### src/rtl/sdram_arb_pkg.sv
// Shared types and constants for the two-port SDRAM controller arbiter.
package sdram_arb_pkg;

    typedef enum logic [1:0] {
        StIdle,
        StIssue,
        StAck
    } arb_state_e;

    localparam logic PORT_CPU = 1'b0;
    localparam logic PORT_DBG = 1'b1;

    localparam int unsigned DEF_ADDR_W = 22;
    localparam int unsigned DEF_DATA_W = 16;

endpackage

### src/rtl/sdram_tag_fifo.sv
// Ordered FIFO of 1-bit port tags, one entry per outstanding SDRAM read.
module sdram_tag_fifo #(
    parameter int unsigned MAX_PEND = 4
) (
    input  logic                       clk10p0,
    input  logic                       user_reset_button,
    input  logic                       push,
    input  logic                       pop,
    input  logic                       din,
    output logic                       dout,
    output logic                       empty,
    output logic                       full,
    output logic [$clog2(MAX_PEND):0]  count
);

    localparam int unsigned PtrW = $clog2(MAX_PEND);
    localparam logic [PtrW:0] FullCnt = MAX_PEND[PtrW:0];

    logic [MAX_PEND-1:0] mem_q;
    logic [PtrW-1:0]     wr_ptr_q, rd_ptr_q;
    logic [PtrW:0]       count_q;
    logic                do_push, do_pop;

    assign empty   = (count_q == '0);
    assign full    = (count_q == FullCnt);
    assign count   = count_q;
    assign dout    = mem_q[rd_ptr_q];
    assign do_pop  = pop && !empty;
    // A full FIFO can still take a push when the head leaves on the same edge.
    assign do_push = push && (!full || do_pop);

    always_ff @(posedge clk10p0 or posedge user_reset_button) begin
        if (user_reset_button) begin
            mem_q    <= '0;
            wr_ptr_q <= '0;
            rd_ptr_q <= '0;
            count_q  <= '0;
        end else begin
            if (do_push) begin
                mem_q[wr_ptr_q] <= din;
                wr_ptr_q        <= wr_ptr_q + 1'b1;
            end
            if (do_pop) begin
                rd_ptr_q <= rd_ptr_q + 1'b1;
            end
            if (do_push && !do_pop) begin
                count_q <= count_q + 1'b1;
            end else if (do_pop && !do_push) begin
                count_q <= count_q - 1'b1;
            end
        end
    end

endmodule

### src/rtl/sdram_port_arbiter.sv
// Two-requester arbiter in front of the Avalon-style SDRAM controller port;
// read returns are steered back to their issuer through an in-order tag FIFO.
module sdram_port_arbiter
    import sdram_arb_pkg::*;
#(
    parameter int unsigned ADDR_W   = DEF_ADDR_W,
    parameter int unsigned DATA_W   = DEF_DATA_W,
    parameter int unsigned MAX_PEND = 4,
    parameter int unsigned RR_EN    = 1
) (
    input  logic                      clk10p0,
    input  logic                      user_reset_button,
    input  logic                      m0_req,
    input  logic                      m0_wr,
    input  logic [ADDR_W-1:0]         m0_addr,
    input  logic [1:0]                m0_be_n,
    input  logic [DATA_W-1:0]         m0_wdata,
    output logic                      m0_ack,
    output logic [DATA_W-1:0]         m0_rdata,
    output logic                      m0_rvalid,
    input  logic                      m1_req,
    input  logic                      m1_wr,
    input  logic [ADDR_W-1:0]         m1_addr,
    input  logic [1:0]                m1_be_n,
    input  logic [DATA_W-1:0]         m1_wdata,
    output logic                      m1_ack,
    output logic [DATA_W-1:0]         m1_rdata,
    output logic                      m1_rvalid,
    output logic [ADDR_W-1:0]         az_addr,
    output logic [1:0]                az_be_n,
    output logic [DATA_W-1:0]         az_data,
    output logic                      az_rd_n,
    output logic                      az_wr_n,
    input  logic [DATA_W-1:0]         za_data,
    input  logic                      za_valid,
    input  logic                      za_waitrequest,
    output logic [$clog2(MAX_PEND):0] pend_cnt,
    output logic                      err_orphan
);

    arb_state_e        state_q, state_d;
    logic              grant_q, grant_d, wr_q, wr_d, last_grant_q, last_grant_d;
    logic [ADDR_W-1:0] addr_q, addr_d;
    logic [1:0]        be_n_q, be_n_d;
    logic [DATA_W-1:0] data_q, data_d;
    logic              rd_n_q, rd_n_d, wr_n_q, wr_n_d;
    logic              ack0_q, ack0_d, ack1_q, ack1_d;
    logic              rvalid0_q, rvalid0_d, rvalid1_q, rvalid1_d;
    logic [DATA_W-1:0] rdata0_q, rdata0_d, rdata1_q, rdata1_d;
    logic              orphan_q, orphan_d;
    logic              elig0, elig1, sel, sel_wr;
    logic              tag_push, tag_pop, tag_dout, tag_empty, tag_full;

    // Reads need a free tag slot; writes never occupy one.
    assign elig0   = m0_req && (m0_wr || !tag_full);
    assign elig1   = m1_req && (m1_wr || !tag_full);
    assign tag_pop = za_valid && !tag_empty;

    sdram_tag_fifo #(
        .MAX_PEND(MAX_PEND)
    ) u_tag_fifo (
        .clk10p0          (clk10p0),
        .user_reset_button(user_reset_button),
        .push             (tag_push),
        .pop              (tag_pop),
        .din              (grant_q),
        .dout             (tag_dout),
        .empty            (tag_empty),
        .full             (tag_full),
        .count            (pend_cnt)
    );

    always_comb begin
        state_d      = state_q;
        grant_d      = grant_q;
        wr_d         = wr_q;
        last_grant_d = last_grant_q;
        addr_d       = addr_q;
        be_n_d       = be_n_q;
        data_d       = data_q;
        rd_n_d       = rd_n_q;
        wr_n_d       = wr_n_q;
        ack0_d       = 1'b0;
        ack1_d       = 1'b0;
        tag_push     = 1'b0;
        sel          = PORT_CPU;
        sel_wr       = 1'b0;
        unique case (state_q)
            StIdle: begin
                if (elig0 && elig1) begin
                    sel = (RR_EN != 0) ? ~last_grant_q : PORT_CPU;
                end else begin
                    sel = elig1 ? PORT_DBG : PORT_CPU;
                end
                sel_wr = (sel == PORT_DBG) ? m1_wr : m0_wr;
                if (elig0 || elig1) begin
                    grant_d      = sel;
                    last_grant_d = sel;
                    wr_d         = sel_wr;
                    addr_d       = (sel == PORT_DBG) ? m1_addr : m0_addr;
                    be_n_d       = (sel == PORT_DBG) ? m1_be_n : m0_be_n;
                    data_d       = (sel == PORT_DBG) ? m1_wdata : m0_wdata;
                    rd_n_d       = sel_wr;
                    wr_n_d       = ~sel_wr;
                    state_d      = StIssue;
                end
            end
            StIssue: begin
                if (!za_waitrequest) begin
                    rd_n_d   = 1'b1;
                    wr_n_d   = 1'b1;
                    ack0_d   = (grant_q == PORT_CPU);
                    ack1_d   = (grant_q == PORT_DBG);
                    tag_push = ~wr_q;
                    state_d  = StAck;
                end
            end
            StAck:   state_d = StIdle;
            default: state_d = StIdle;
        endcase
    end

    // A return with no tag outstanding (including one racing its own push) is an orphan.
    always_comb begin
        rvalid0_d = tag_pop && (tag_dout == PORT_CPU);
        rvalid1_d = tag_pop && (tag_dout == PORT_DBG);
        rdata0_d  = rvalid0_d ? za_data : rdata0_q;
        rdata1_d  = rvalid1_d ? za_data : rdata1_q;
        orphan_d  = orphan_q || (za_valid && tag_empty);
    end

    always_ff @(posedge clk10p0 or posedge user_reset_button) begin
        if (user_reset_button) begin
            state_q      <= StIdle;
            grant_q      <= PORT_CPU;
            wr_q         <= 1'b0;
            last_grant_q <= PORT_DBG;
            addr_q       <= '0;
            be_n_q       <= '0;
            data_q       <= '0;
            rd_n_q       <= 1'b1;
            wr_n_q       <= 1'b1;
            ack0_q       <= 1'b0;
            ack1_q       <= 1'b0;
            rvalid0_q    <= 1'b0;
            rvalid1_q    <= 1'b0;
            rdata0_q     <= '0;
            rdata1_q     <= '0;
            orphan_q     <= 1'b0;
        end else begin
            state_q      <= state_d;
            grant_q      <= grant_d;
            wr_q         <= wr_d;
            last_grant_q <= last_grant_d;
            addr_q       <= addr_d;
            be_n_q       <= be_n_d;
            data_q       <= data_d;
            rd_n_q       <= rd_n_d;
            wr_n_q       <= wr_n_d;
            ack0_q       <= ack0_d;
            ack1_q       <= ack1_d;
            rvalid0_q    <= rvalid0_d;
            rvalid1_q    <= rvalid1_d;
            rdata0_q     <= rdata0_d;
            rdata1_q     <= rdata1_d;
            orphan_q     <= orphan_d;
        end
    end

    assign az_addr    = addr_q;
    assign az_be_n    = be_n_q;
    assign az_data    = data_q;
    assign az_rd_n    = rd_n_q;
    assign az_wr_n    = wr_n_q;
    assign m0_ack     = ack0_q;
    assign m1_ack     = ack1_q;
    assign m0_rvalid  = rvalid0_q;
    assign m1_rvalid  = rvalid1_q;
    assign m0_rdata   = rdata0_q;
    assign m1_rdata   = rdata1_q;
    assign err_orphan = orphan_q;

endmodule
### config.mk
export PLATFORM = sky130hd
export DESIGN_NAME = sdram_port_arbiter
export DESIGN_NICKNAME = d
export VERILOG_FILES = /design/src/rtl/sdram_arb_pkg.sv /design/src/rtl/sdram_tag_fifo.sv /design/src/rtl/sdram_port_arbiter.sv
export SDC_FILE = /design/constraint.sdc
export NUM_CORES = 1
export LEC_CHECK = 0
export ABC_AREA = 1
export BUFFER_PORTS_ARGS = -buffer_cell sky130_fd_sc_hd__buf_2
export CAP_MARGIN = 20
export CORE_AREA = 2 2 127 129
export DETAILED_ROUTE_END_ITERATION = 10
export DIE_AREA = 0 0 129 131
export PLACE_DENSITY = 0.66
export SETUP_SLACK_MARGIN = 0.4
export SLEW_MARGIN = 25
export SYNTH_ARGS = -nofsm -noshare
export SYNTH_HDL_FRONTEND = slang
export SYNTH_HIERARCHICAL = 1
export SYNTH_SLANG_ARGS = --single-unit
### constraint.sdc
create_clock -name clk10p0 -period 2.4 [get_ports clk10p0]
set_clock_uncertainty 0.1 [all_clocks]
set_input_delay 0.12 -clock clk10p0 [delete_from_list [all_inputs] [get_ports clk10p0]]
set_output_delay 0.12 -clock clk10p0 [all_outputs]
set_load 0.02 [all_outputs]
== Yosys cells after proc, flatten, opt, wreduce, memory -nomap -nowiden ==
Index checks and enable logic that the tools add are counted.
W data, S select, Z words.

* Register bits after elaboration: 95
* Input bits: 104
* Output and inout bits: 82
* Word-level logic and storage cells: 92

* $add $sub $neg: 4
* Magnitude comparators: 3
* Equality and inequality tests: 4
* Mux-type cells: 28
* Bitwise operators: 5
* Reduce and logical (&&, ||, !) cells: 28

{| class="wikitable"
|+ Operators with widths
! cell !! number
|-
| $mux W22 || 1
|-
| $mux W16 || 1
|-
| $mux W1 || 15
|-
| $logic_and A1 B1 Y1 || 12
|-
| $lt A2 B3 Y1 const B || 2
|-
| $mux W2 || 3
|-
| $mux W3 || 2
|-
| $logic_or A1 B1 Y1 || 5
|-
| $not A1 Y1 || 5
|-
| $add A2 B1 Y2 const B || 2
|-
| $bwmux W4 || 1
|-
| $logic_not A1 Y1 || 4
|-
| $ne A2 B2 Y1 const B || 2
|-
| $pmux W1 S2 || 2
|-
| $pmux W2 S2 || 1
|-
| $reduce_and A2 Y1 || 2
|-
| $reduce_bool A2 Y1 || 2
|-
| $add A3 B1 Y3 const B || 1
|-
| $eq A3 B3 Y1 const B || 1
|-
| $logic_not A3 Y1 || 1
|-
| $reduce_and A3 Y1 || 1
|-
| $sub A3 B1 Y3 const B || 1
|-
| $bmux W1 S2 || 1
|-
| $demux W1 S2 || 1
|-
| 3 further kinds || 3
|}

== Depth between registers and ports, before layout ==
* Depth in word-level cells: 11
* Depth in mapped cells: 15
* Mapped depth without buffers: 15

== Cells and area by module ==
Netlist, hierarchy kept.

{| class="wikitable"
|+ Modules (own cells, without submodules)
! module !! instances !! cells each !! area each (µm²) !! sequential area each (µm²)
|-
| sdram_port_arbiter || 1 || 477 || 3920.0 || 2105.8
|-
| sdram_tag_fifo || 1 || 75 || 651.9 || 275.3
|}

== Worst setup path before layout ==
OpenSTA, ideal clock, no wires.

* Path type: reg-to-reg
* Start: reg u_tag_fifo.count_q[0] (netlist: u_tag_fifo/count[0])
* End: reg u_tag_fifo.count_q[2] (netlist: u_tag_fifo/count[2])
* Library setup time: 0.123 ns
* Arrival time: 2.154 ns
* Required time: 2.177 ns
* Slack: 0.023 ns
* Cell stages (with the launch flop): 15
* Buffers on the path: 0
* Period minus slack after synthesis: 2.377 ns
* Cells stage by stage: dfrtp_1 > nor2_4 > nand2_1 > inv_1 > nor2_1 > inv_1 > nand3_4 > nand2_4 > inv_2 > ha_1 > inv_1 > fa_1 > nand2_1 > nand3_1 > xor2_1

* Word-level cells in the longest chain between the ends: 9
* Elaborated cells on any way between the ends: 17
* Classes of those cells: add/sub: 2; eq/ne: 1; mux: 2; reduce/logical: 12

{| class="wikitable"
|+ RTL lines
! what !! RTL line !! source
|-
| start: declaration || sdram_tag_fifo.sv:21 || <nowiki>logic [PtrW:0] count_q;</nowiki>
|-
| start signal: assignment || sdram_tag_fifo.sv:47 || <nowiki>count_q <= count_q + 1'b1;</nowiki>
|-
| start signal: assignment || sdram_tag_fifo.sv:49 || <nowiki>count_q <= count_q - 1'b1;</nowiki>
|-
| $logic_not A3 Y1 (*) || sdram_tag_fifo.sv:24 || <nowiki>assign empty = (count_q == '0);</nowiki>
|-
| net tag_empty || sdram_port_arbiter.sv:52 || <nowiki>logic tag_push, tag_pop, tag_dout, tag_empty, tag_full;</nowiki>
|-
| $logic_not A1 Y1 (*) || sdram_port_arbiter.sv:57 || <nowiki>assign tag_pop = za_valid && !tag_empty;</nowiki>
|-
| $logic_and A1 B1 Y1 (*) || sdram_port_arbiter.sv:57 ||
|-
| net tag_pop || sdram_port_arbiter.sv:52 ||
|-
| $logic_and A1 B1 Y1 (*) || sdram_tag_fifo.sv:28 || <nowiki>assign do_pop = pop && !empty;</nowiki>
|-
| $logic_or A1 B1 Y1 (*) || sdram_tag_fifo.sv:30 || <nowiki>assign do_push = push && (!full || do_pop);</nowiki>
|-
| $logic_and A1 B1 Y1 (*) || sdram_tag_fifo.sv:30 ||
|-
| net u_tag_fifo.do_push || sdram_tag_fifo.sv:22 || <nowiki>logic do_push, do_pop;</nowiki>
|-
| $logic_not A1 Y1 || sdram_tag_fifo.sv:48 || <nowiki>end else if (do_pop && !do_push) begin</nowiki>
|-
| $logic_and A1 B1 Y1 || sdram_tag_fifo.sv:48 ||
|-
| $reduce_bool A2 Y1 (no line) || -- ||
|}

Mark *: on every way through the listed nets, which the timed path passes. The rest lies on a longest branch. The select of a mux whose other input is x is not followed.
A chain may end at the register's enable or synchronous reset.

== Worst setup path in the final report ==
* Start: reg u_tag_fifo.count_q[1] (netlist: u_tag_fifo/count[1])
* End: reg data_q[9] (netlist: az_data[9])

* Word-level cells in the longest chain between the ends: 8
* Elaborated cells on any way between the ends: 13
* Classes of those cells: eq/ne: 1; mux: 4; reduce/logical: 8

{| class="wikitable"
|+ RTL lines
! what !! RTL line !! source
|-
| $eq A3 B3 Y1 (*) || sdram_tag_fifo.sv:25 || <nowiki>assign full = (count_q == FullCnt);</nowiki>
|-
| net tag_full || sdram_port_arbiter.sv:52 ||
|-
| $logic_not A1 Y1 (*) || sdram_port_arbiter.sv:55, sdram_port_arbiter.sv:56 ||
|-
| $logic_or A1 B1 Y1, on equally long branches || sdram_port_arbiter.sv:56, sdram_port_arbiter.sv:55 ||
|-
| $logic_and A1 B1 Y1, on equally long branches || sdram_port_arbiter.sv:56, sdram_port_arbiter.sv:55 ||
|-
| $mux W1 / $logic_and A1 B1 Y1 (equally long branches) || sdram_port_arbiter.sv:93, sdram_port_arbiter.sv:90 ||
|-
| $mux W1 || sdram_port_arbiter.sv:90 || <nowiki>if (elig0 && elig1) begin</nowiki>
|-
| $mux W1 || sdram_port_arbiter.sv:88 || <nowiki>unique case (state_q)</nowiki>
|-
| $mux W16 || sdram_port_arbiter.sv:102 || <nowiki>data_d = (sel == PORT_DBG) ? m1_wdata : m0_wdata;</nowiki>
|-
| end signal: assignment || sdram_port_arbiter.sv:157 || <nowiki>data_q <= data_d;</nowiki>
|-
| end: declaration || sdram_port_arbiter.sv:45 || <nowiki>logic [DATA_W-1:0] data_q, data_d;</nowiki>
|}

Marked as above.

==> metrics.cfg <==
[timing]
setup_tns_ns = 0
tightest_slew_ns = 0.743
maxSlewViolCount = 0
finalCritPeriodShare_pct = 83.5
post-route-min-period_ns = 2.01
hold_violations = 0
rsz0062_at_grt = yes
setup_viol = 0
fmax_mhz = 499
slew_headroom_pct = 50.4

[clocking]
insertion_delay_ns = 0.34
clk_pin_slew_ns = 0.07
cts_buffers = 9
clockBufferDepth = 2
cts_htree_levels = 3
cts_root_buffer = clkbuf_16
cts.sinks = 95
cts_tree = yes

[routing]
avgRoutedWirePerCell_microns = 13.5
antenna_left = 0
drtPass1Iterations = 5
drt_iter0_markers = 215
drc = 0
wirelength_mm = 14.2
via_per_inst = 4.41
routed-via-count = 4637

[yosys]
ys.flop_type = dfrtp_1
ys_seq_area_share_pct = 52.1
synthesis.area_sq_um = 4570
yosysUniqueCellTypes = 31
yosys_warnings = 6
netlist_top_cells_area = dfrtp_1 (50%), nand2_1 (16%), inv_1 (5.9%)
synth_seq_cells = 95
synth_common_cells = nand2_1 (198), dfrtp_1 (92), inv_1 (72), nand3_1 (50), nand3b_1 (36)
syn-num-nets = 662
synthCells = 552
netlist.area_leader.share_pct = 50.4
avgSynthCellArea_sq_um = 8.28
synthArstFlopShare_pct = 100
synth_top_area_cell = dfrtp_1
synth_edf_count = 0
synth.most_common_cell = nand2_1

[placed_design]
gp_congestion = 0.756
placed_area_sq_um = 5760
dpl.hpwl_mm = 8.62
portBuffers = 185

[status]
status = complete, no violations

[floorplan]
core_sq_um = 15600
ios = 186
die_h_microns = 131
rows = 46
start_util_pct = 29.3
die_w_microns = 129
die_area_sq_um = 16900

[critical_path]
crit_top_cell = nand2_1
path_cells = buf_4 -> nor3_2 -> nand2_1 -> nand3_2 -> buf_12 -> nand3b_1 -> nand3_1 -> nand2_1
cp_slowest_cell = dfrtp_2
critPathMaxStageDelay_ns = 0.44
end_kind = register
startpoint_type = register
path_delay_family = simple AND/OR/NAND/NOR gates
required_ns = 2.53
crit_buf_inv = 2
cp_max_fo = 41
arrival_ns = 2.14
worstSetupPathType = register to register

[power]
p_leak_nw = 3.85
vdd_drop_max_v = 0.000636
p_per_area_nw_per_um2 = 1200

[layout]
final-seq-area_sq_um = 2380
finalInstanceArea_sq_um = 7060
fillers = 1489
multi_input_area_sq_um = 1790
nets = 940
diodes = 0
final_layout_size_suffix_gt1_share_pct = 30.2
synthToLayoutAreaGrowth_pct = 54.4

[global_routing]
antenna_found_initial = 0
gr-total-overflow = 0
grt_pass1_wl_mm = 22.4
grt_usage_pct = 16.9
grt_pass1_vias = 4582
grt_max_degree = 46

[run]
cap_violations = 0

[hold_path]
min_path_type = input port to register

==> per-stage QoR <==
step / hold slack, ns / total power [mW] / util, % / cells / setup WS (ns)
6_report: 0.0197 / 8.46 / 45.3 / 1051 / 0.395
5_1_grt: 0.0249 / 9.13 / 45.3 / 1051 / 0.294
4_1_cts: 0.00144 / 8.46 / 45.0 / 1046 / 0.401
3_5_place_dp: 0.0802 / 6.72 / 36.9 / 936 / 0.261
3_3_place_gp: 0.0816 / 6.65 / 36.9 / 936 / 0.290
2_1_floorplan: -0.128 / 5.48 / - / 552 / 0.304
==> logic make-up after synthesis <==
| group | Yosys count | synth area share, % |
|---|---|---|
| buffers and inverters | 102 | 9.69 |
| flip-flops | 95 | 52.1 |
| adder cells (fa/ha/maj) | 6 | 1.81 |
| AND/OR/NAND/NOR | 303 | 30.6 |
| AO/OA/AOI/OAI | 42 | 5.04 |
| XOR/XNOR | 4 | 0.766 |
==> report_power, final <==
part | total (mW) | switching [mW] | internal (mW)
clock | 1.50 | 0.642 | 0.855
sequential | 2.87 | 0.467 | 2.40
combinational | 4.10 | 2.62 | 1.47
==> placed cells by master (no fill, tap or decap), types with 4 or more instances in the layout <==
| master | count |
|---|---|
| nand3_1 | 49 |
| inv_2 | 4 |
| clkbuf_16 | 9 |
| nand4_1 | 4 |
| nand3b_1 | 36 |
| buf_2 | 185 |
| nand2_1 | 197 |
| buf_4 | 17 |
| nor2_1 | 4 |
| o21ai_1 | 34 |
| inv_1 | 67 |
| dlygate4sd3_1 | 89 |
| dfrtp_1 | 89 |
| ha_1 | 4 |
==> state kept, by name (all words and copies together) (netlist names) <==
| register | count |
|---|---|
| u_tag_fifo/rd_ptr_q | 2 |
| u_tag_fifo/mem_q | 4 |
| az_be_n | 2 |
| m1_rvalid | 1 |
| m0_rdata | 16 |
| az_addr | 22 |
| az_data | 16 |
| u_tag_fifo/wr_ptr_q | 2 |
| az_rd_n | 1 |
| m0_rvalid | 1 |
| az_wr_n | 1 |
| err_orphan | 1 |
| u_tag_fifo/count | 3 |
| wr_q | 1 |
| state_q | 2 |
| last_grant_q | 1 |
| m1_ack | 1 |
| m1_rdata | 16 |
| grant_q | 1 |
| m0_ack | 1 |
==> final timing paths <==
path	start	endpoint	slack, ns	cells past startpoint
max reg2reg	u_tag_fifo/count[1]$_DFFE_PP0P_	az_data[9]$_DFFE_PP0P_	0.39	8
min reg2reg	az_data[3]$_DFFE_PP0P_	az_data[3]$_DFFE_PP0P_	0.37	2
max in group asynchronous	user_reset_button	m0_rdata[2]$_DFFE_PP0P_	1.08	4
min in group asynchronous	user_reset_button	u_tag_fifo/wr_ptr_q[0]$_DFFE_PP0P_	0.26	3
max	u_tag_fifo/count[1]$_DFFE_PP0P_	az_data[9]$_DFFE_PP0P_	0.39	8
min	m1_addr[6]	az_addr[6]$_DFFE_PP0P_	0.02	5
==> metal layers <==
layer  vias up  routed length, microns  track usage, %
met5         -                       0               0
met4         0                     337            7.61
met3        35                     974            4.11
met2       207                    7080            29.5
met1      2121                    5830            19.8
li1       2274                       -               -
==> area by class of cell <==
class	instances	area share, %
Clock buffer	10	3.39
Clock inverter	6	1.08
Inverter	75	4.15
Multi-Input combinational cell	355	25.4
Sequential cell	95	33.8
Tap cell	216	3.83
Timing Repair Buffer	294	28.4
==> tightest hold or removal path, stage by stage <==
cell and delay, ns:
buf_2 0.08, nand3_1 0.07, nand2_1 0.06, nand2_1 0.04, nand2_1 0.06
==> timing repair <==
item | CTS | global route
pin swaps | 1 | 4
hold endpoints to repair | 109 | 0
setup buffers | 5 | 5
hold buffers | 89 | 0
gates resized for setup | 4 | 1
setup endpoints to repair | 17 | 2
Note: power is estimated with default switching activity, not from simulation.
